File: config.mk
export PLATFORM = sky130hd
export DESIGN_NAME = sdram_init_seq
export DESIGN_NICKNAME = d
export VERILOG_FILES = /design/src/rtl/sdram_init_seq.sv
export SDC_FILE = /design/constraint.sdc
export NUM_CORES = 1
export LEC_CHECK = 0
export ABC_AREA = 1
export CORE_AREA = 3 3 128 68
export CTS_BUF_LIST = sky130_fd_sc_hd__clkbuf_4
export CTS_CLUSTER_SIZE = 30
export DETAILED_ROUTE_END_ITERATION = 12
export DIE_AREA = 0 0 131 71
export DONT_BUFFER_PORTS = 1
export GPL_ROUTABILITY_DRIVEN = 0
export PLACE_DENSITY = 0.49
export SLEW_MARGIN = 5
export SYNTH_ARGS = -nofsm -noshare
export SYNTH_HDL_FRONTEND = slang
export SYNTH_SLANG_ARGS = --single-unit
File: constraint.sdc
create_clock -name sys_clk -period 1.7 [get_ports sys_clk]
set_input_delay 0.085 -clock sys_clk [delete_from_list [all_inputs] [get_ports sys_clk]]
set_output_delay 0.085 -clock sys_clk [all_outputs]
set_load 0.01 [all_outputs]
File: src/rtl/sdram_init_seq.sv
// sdram_init_seq: SDRAM power-up initialisation sequencer.
// Issues PRECHARGE-all, AREF_NUM auto-refreshes and a mode-register set,
// each spaced by its timing parameter. It then raises flag_init_end.
// A re-init request accepted in DONE restarts the sequence without the
// power-up wait.
// Optional feature macro: SDRAM_INIT_EMRS_EN. When it is defined, an extended
// mode-register set (ba=2'b10, addr=EMODE_VAL) follows the mode-register set.
module sdram_init_seq #(
  parameter int          ADDR_W    = 13,
  parameter int          T_POWERUP = 10000,
  parameter int          T_RP      = 2,
  parameter int          T_RFC     = 7,
  parameter int          T_MRD     = 3,
  parameter int          AREF_NUM  = 2,
  parameter logic [12:0] MODE_VAL  = 13'h032,
  parameter logic [12:0] EMODE_VAL = 13'h000
) (
  input  logic              sys_clk,
  input  logic              sys_rst,
  input  logic              init_req,
  output logic [3:0]        cmd_reg,
  output logic [ADDR_W-1:0] sdram_addr,
  output logic [1:0]        sdram_ba,
  output logic              init_busy,
  output logic              flag_init_end
);

`ifdef SDRAM_INIT_EMRS_EN
  localparam bit EMRS_EN = 1'b1;
`else
  localparam bit EMRS_EN = 1'b0;
`endif

  // One shared cycle counter, sized for the longest interval it ever holds.
  localparam int MAX_A = (T_POWERUP > T_RP) ? T_POWERUP : T_RP;
  localparam int MAX_B = (T_RFC > T_MRD) ? T_RFC : T_MRD;
  localparam int MAX_T = (MAX_A > MAX_B) ? MAX_A : MAX_B;
  localparam int CNT_W = $clog2(MAX_T + 1);
  localparam int AREF_W = $clog2(AREF_NUM + 1);

  localparam logic [CNT_W-1:0]  PWR_C    = CNT_W'(T_POWERUP);
  localparam logic [CNT_W-1:0]  RP_C     = CNT_W'(T_RP);
  localparam logic [CNT_W-1:0]  RFC_C    = CNT_W'(T_RFC);
  localparam logic [CNT_W-1:0]  MRD_C    = CNT_W'(T_MRD);
  localparam logic [CNT_W-1:0]  CNT_ONE  = CNT_W'(1);
  localparam logic [AREF_W-1:0] AREF_C   = AREF_W'(AREF_NUM);
  localparam logic [AREF_W-1:0] AREF_ONE = AREF_W'(1);

  localparam logic [ADDR_W-1:0] PRE_ADDR   = ADDR_W'(32'h400);
  localparam logic [ADDR_W-1:0] MODE_ADDR  = ADDR_W'(MODE_VAL);
  localparam logic [ADDR_W-1:0] EMODE_ADDR = ADDR_W'(EMODE_VAL);

  localparam logic [3:0] CMD_NOP  = 4'b0111;
  localparam logic [3:0] CMD_PRE  = 4'b0010;
  localparam logic [3:0] CMD_AREF = 4'b0001;
  localparam logic [3:0] CMD_MRS  = 4'b0000;

  // A command state (PRE, AREF, MRS, EMRS) is the cycle its command is on the
  // bus. The matching WAIT_* state covers the remaining cycles of its interval.
  typedef enum logic [3:0] {
    WAIT_PWR, PRE, WAIT_RP, AREF, WAIT_RFC, MRS, WAIT_MRD, EMRS, WAIT_EMRD, DONE
  } state_t;

  state_t              state_reg, state_next;
  logic [CNT_W-1:0]    cnt_reg, cnt_next;
  logic [AREF_W-1:0]   aref_reg, aref_next;
  logic [3:0]          cmd_next;
  logic [ADDR_W-1:0]   addr_next;
  logic [1:0]          ba_next;
  logic                busy_next, flag_next;

  // State, counters and all bus outputs are registered together.
  always_ff @(posedge sys_clk or posedge sys_rst) begin
    if (sys_rst) begin
      state_reg     <= WAIT_PWR;
      cnt_reg       <= '0;
      aref_reg      <= '0;
      cmd_reg       <= CMD_NOP;
      sdram_addr    <= '0;
      sdram_ba      <= '0;
      init_busy     <= 1'b1;
      flag_init_end <= 1'b0;
    end else begin
      state_reg     <= state_next;
      cnt_reg       <= cnt_next;
      aref_reg      <= aref_next;
      cmd_reg       <= cmd_next;
      sdram_addr    <= addr_next;
      sdram_ba      <= ba_next;
      init_busy     <= busy_next;
      flag_init_end <= flag_next;
    end
  end

  // Next state and next outputs. The counter holds the number of edges since the
  // last command, so the next command is issued when it reaches T_x.
  always_comb begin
    state_next = state_reg;
    cnt_next   = cnt_reg + CNT_ONE;
    aref_next  = aref_reg;
    cmd_next   = CMD_NOP;
    addr_next  = '0;
    ba_next    = '0;
    busy_next  = init_busy;
    flag_next  = flag_init_end;
    case (state_reg)
      // In WAIT_PWR the counter is 0 at edge 1, so PRECHARGE is issued at edge T_POWERUP+1.
      WAIT_PWR: begin
        if (cnt_reg == PWR_C) begin
          state_next = PRE;
          cmd_next   = CMD_PRE;
          addr_next  = PRE_ADDR;
          cnt_next   = CNT_ONE;
          aref_next  = '0;
        end
      end
      PRE, WAIT_RP: begin
        if (cnt_reg == RP_C) begin
          state_next = AREF;
          cmd_next   = CMD_AREF;
          cnt_next   = CNT_ONE;
          aref_next  = aref_reg + AREF_ONE;
        end else begin
          state_next = WAIT_RP;
        end
      end
      AREF, WAIT_RFC: begin
        if (cnt_reg == RFC_C) begin
          cnt_next = CNT_ONE;
          if (aref_reg == AREF_C) begin
            state_next = MRS;
            cmd_next   = CMD_MRS;
            addr_next  = MODE_ADDR;
          end else begin
            state_next = AREF;
            cmd_next   = CMD_AREF;
            aref_next  = aref_reg + AREF_ONE;
          end
        end else begin
          state_next = WAIT_RFC;
        end
      end
      MRS, WAIT_MRD: begin
        if (cnt_reg == MRD_C) begin
          if (EMRS_EN) begin
            state_next = EMRS;
            cmd_next   = CMD_MRS;
            addr_next  = EMODE_ADDR;
            ba_next    = 2'b10;
            cnt_next   = CNT_ONE;
          end else begin
            state_next = DONE;
            busy_next  = 1'b0;
            flag_next  = 1'b1;
            cnt_next   = '0;
          end
        end else begin
          state_next = WAIT_MRD;
        end
      end
      EMRS, WAIT_EMRD: begin
        if (cnt_reg == MRD_C) begin
          state_next = DONE;
          busy_next  = 1'b0;
          flag_next  = 1'b1;
          cnt_next   = '0;
        end else begin
          state_next = WAIT_EMRD;
        end
      end
      // A re-init preloads the counter with the expiry value, so PRECHARGE
      // follows on the very next edge.
      DONE: begin
        cnt_next = cnt_reg;
        if (init_req) begin
          state_next = WAIT_PWR;
          cnt_next   = PWR_C;
          busy_next  = 1'b1;
          flag_next  = 1'b0;
        end
      end
      default: begin
        state_next = WAIT_PWR;
        cnt_next   = '0;
      end
    endcase
  end

endmodule

Word-level counts from Yosys, hierarchy flattened

Index checks and enable logic that the tools add are counted.

Flip-flop bits (word level): 39
Input bits: 3
Output and inout port bits: 21
Logic and storage cells: 74

Add/sub/neg operators: 2
Equality and inequality tests: 20
Multiplexer cells: 34
Reductions and logical operators: 11

Operators by type and width:

| kind                  | number |
|---|---|
| $mux 14               | 5 |
| $pmux 14 s5           | 1 |
| $eq 14x2->1 const B   | 2 |
| $pmux 4 s6            | 1 |
| $pmux 11 s2           | 1 |
| $eq 4x3->1 const B    | 4 |
| $mux 4                | 4 |
| $add 14x1->14 const B | 1 |
| $eq 14x14->1 const B  | 1 |
| $eq 14x3->1 const B   | 1 |
| $mux 3                | 4 |
| $mux 6                | 2 |
| $mux 11               | 1 |
| $ne 2x2->1 const B    | 5 |
| $pmux 3 s3            | 1 |
| $eq 4x2->1 const B    | 2 |
| $eq 4x4->1 const B    | 2 |
| $mux 2                | 4 |
| $reduce_or 2->1       | 4 |
| $mux 1                | 7 |
| $pmux 2 s3            | 1 |
| $reduce_and 5->1      | 1 |
| $eq 4x1->1 const B    | 1 |
| $logic_not 4->1       | 1 |
| other kinds (9)       | 10 |

Depth between registers and ports, before layout

Word-level depth: 4
Mapped depth: 11
Gate-level depth less buffers: 11

Worst setup path after synthesis

No wires, ideal clock.

Path kind: register to register
Start point: reg cnt_reg[0]
End point: reg cnt_reg[10]
Setup time: 120 ps
Arrival time: 1322 ps
Data required time: 1580 ps
Setup slack: 257 ps
Cell stages (with the launch flop): 12
Buffers on the path: 0
Clock period less this slack: 1443 ps
Path through: dfrtp_1 inv_1 ha_1 inv_1 nor2_1 nand2_1 nor2_1 nand2_2 nand2_4 nand4_4 nand2_1 nand2_1

Longest elaborated chain between the ends: 3
Elaborated cells on any way between the ends: 10
Classes of those cells: add/sub: 1; eq/ne: 4; mux: 5

RTL lines:

| item                                        | RTL line | RTL |
|---|---|---|
| start, declared                             | 65       | `logic [CNT_W-1:0] cnt_reg, cnt_next;` |
| start signal, assigned                      | 85       | `cnt_reg <= cnt_next;` |
| $add 14x1->14, or another cell as far along | 99       | `cnt_next = cnt_reg + CNT_ONE;` |
| $mux 14 (on tied branches)                  | --       |  |
| $pmux 14 s5 (*)                             | 106      | `case (state_reg)` |

Every way passes the cells marked *; elsewhere a longest branch is shown, timed or not.
A chain may end at the register's enable or synchronous reset.

Worst setup path after layout

Start point: reg cnt_reg[0]
End point: reg cnt_reg[4]

Same word-level chain as after synthesis.

==> flow_summary.ini <==
[detailed_routing]
ant_nets = 0
dr.pass1.iters = 5
wl_per_cell_um = 13.0
drt_iter0_drc = 170
drc = 0
wl_mm = 5.37
vias = 1731
routed_via_density = 4.19

[synth]
ys.warnings.count = 0
syn_inst = 285
ys_types = 29
synth_area_per_cell_um2 = 7.54
synth_edf_count = 0
syn_area_um2 = 2150
ys.flop_type = dfrtp_1
seq_area_frac_synth_pct = 31.7
synth-seq-cells = 27
synthArstFlopShare_pct = 100

[sta]
period_share_pct = 93.6
slew_viol_final = 0
setup_violations = 0
hold-worst-slack_ps = 201
fmax_ghz = 0.629
period_minus_slack_ps = 1590
final-hold-violation-count = 0
clock-skew-final_ps = 3.49

[clock_network]
tritoncts.num_buffers = 3
h-tree-depth = 1
clk_latency_ps = 360
cts_sinks = 27
clock_path_buffers = 2
clk_pin_slew_ps = 170
clockRootBuffer = clkbuf_4
cts_tree = yes

[floorplan]
die_area_um2 = 9300
die_w_um = 131
core_area_um2 = 7800
num_io_pins = 24
initial_core_util_pct = 27.5
rows = 23
die_h_um = 71

[critical_path]
rr_startpoint = cnt_reg[0]$_DFFE_PP0N_
crit_top_cell = nand2_1
end_kind = register
path_class = reg2reg
cp_slowest_stage_delay_ps = 430
critPathArrivalTime_ps = 1860
path_delay_family = simple AND/OR/NAND/NOR gates
worst_setup_path_start_kind = register
crit_start = cnt_reg[0]$_DFFE_PP0N_
crit_fanout = 7
ff2ff_setup_slack_ps = 110
cpMaxStageDelayCell = dfrtp_2
crit_chain = buf_4, ha_2, nand3_2, nor2_4, nand2_4, nand2_8, nand4_4, nand2_1, nand2_1
timing.critical_path.buf_inv = 1
cp.required_ps = 1970

[place]
dp_hpwl_mm = 4.30
io_buffers = 0
place_area_um2 = 2280

[finish]
area_growth_pct = 10.9
drive_above_1_share_pct = 28.6
largest_register_ffs = 14
layout_commonest_cell = nand2_1
diodes = 0
nNetsFinal = 310
mostFrequentLayoutCells = nand2_1, inv_1, dfrtp_1
fin_area_um2 = 2380

[run]
maxCapViolCount = 0

[grt]
grt_max_degree = 28
grt_pass1_vias = 1480
overflow = 0
grt_use_total_pct = 12.2
antenna_found_initial = 0
grt_pass1_wl_mm = 8.58

[worst_hold_path]
hp-class = in2async

[outcome]
status = complete, no violations

[pwr]
p_total_mw = 4.16
leakagePower_nw = 1.15
p_per_area_nw_per_um2 = 1740
irDropWorstVdd_mv = 0.598
-- through the flow --
stage | std cells | TNS (ps) | utilization [%] | setup slack (ps)
4_1_cts | 409 | 0 | 29.9 | 2.29
2_1_floorplan | 296 | 0 | - | 257
6_report | 413 | 0 | 30.5 | 109
5_1_grt | 413 | -40.3 | 30.5 | -11.5
3_5_place_dp | 403 | 0 | 29.2 | 18.7
3_3_place_gp | 403 | 0 | 29.2 | 54.0
-- routing by layer --
metal | global-route usage [%] | routed length, µm
met5 | 0 | 0
met4 | 1.25 | 11
met3 | 3.77 | 397
met2 | 11.6 | 1630
met1 | 23.3 | 3330
-- what timing repair did --
action                     CTS  global route
buffers inserted             0             4
hold endpoints to repair    34             0
hold buffers                 2             0
setup endpoints to repair    0            11
resized for setup            0            10
-- cell families after synthesis --
logic type,Yosys count,synth area share [%]
XOR/XNOR,4,1.63
AO/OA/AOI/OAI,21,5.24
AND/OR/NAND/NOR,174,45.4
adder cells (fa/ha/maj),5,2.91
buffers and inverters,53,13.0
other,1,0.175
flip-flops,27,31.7
-- where the power goes --
group / switching (mW) / internal [mW]
registers: 0.298 / 0.901
clock network: 0.230 / 0.109
logic: 1.72 / 0.893
total: 2.25 / 1.90
-- worst paths after layout --
kind / end / cells after the start
setup / recovery: cnt_reg[4]$_DFFE_PP0N_ / 9
hold / removal: state_reg[3]$_DFFE_PP0P_ / 3
setup reg to reg: cnt_reg[4]$_DFFE_PP0N_ / 9
hold reg to reg: aref_reg[1]$_DFFE_PP0P_ / 2
max in group asynchronous: cmd_reg[1]$_DFF_PP1_ / 3
min in group sys_clk: aref_reg[1]$_DFFE_PP0P_ / 2
-- tightest hold or removal path, stage by stage --
cell and delay [ps]:
dlygate4sd3_1 530, inv_1 50, buf_4 330
-- synthesized netlist by cell type, drive strengths merged (3+ instances only) --
cell     n  share of area [%]
o211ai   3                1.0
dfrtp   23                 27
nand4   15                5.1
ha       5                2.9
o21ai   14                3.3
dfstp    4                4.9
nand3   24                7.2
inv     35                6.1
nand2   95                 21
nor2    39                 12
buf     18                6.9
a21oi    4               0.93
-- area by class of cell --
cell class	instances	area (µm²)
multi-input combinational	216	1250
clock buffer	4	30.0
inverter	35	131
sequential	27	683
tap	112	140
fill	862	5420
timing repair buffer	19	148
Note: power is estimated with default switching activity, not from simulation.
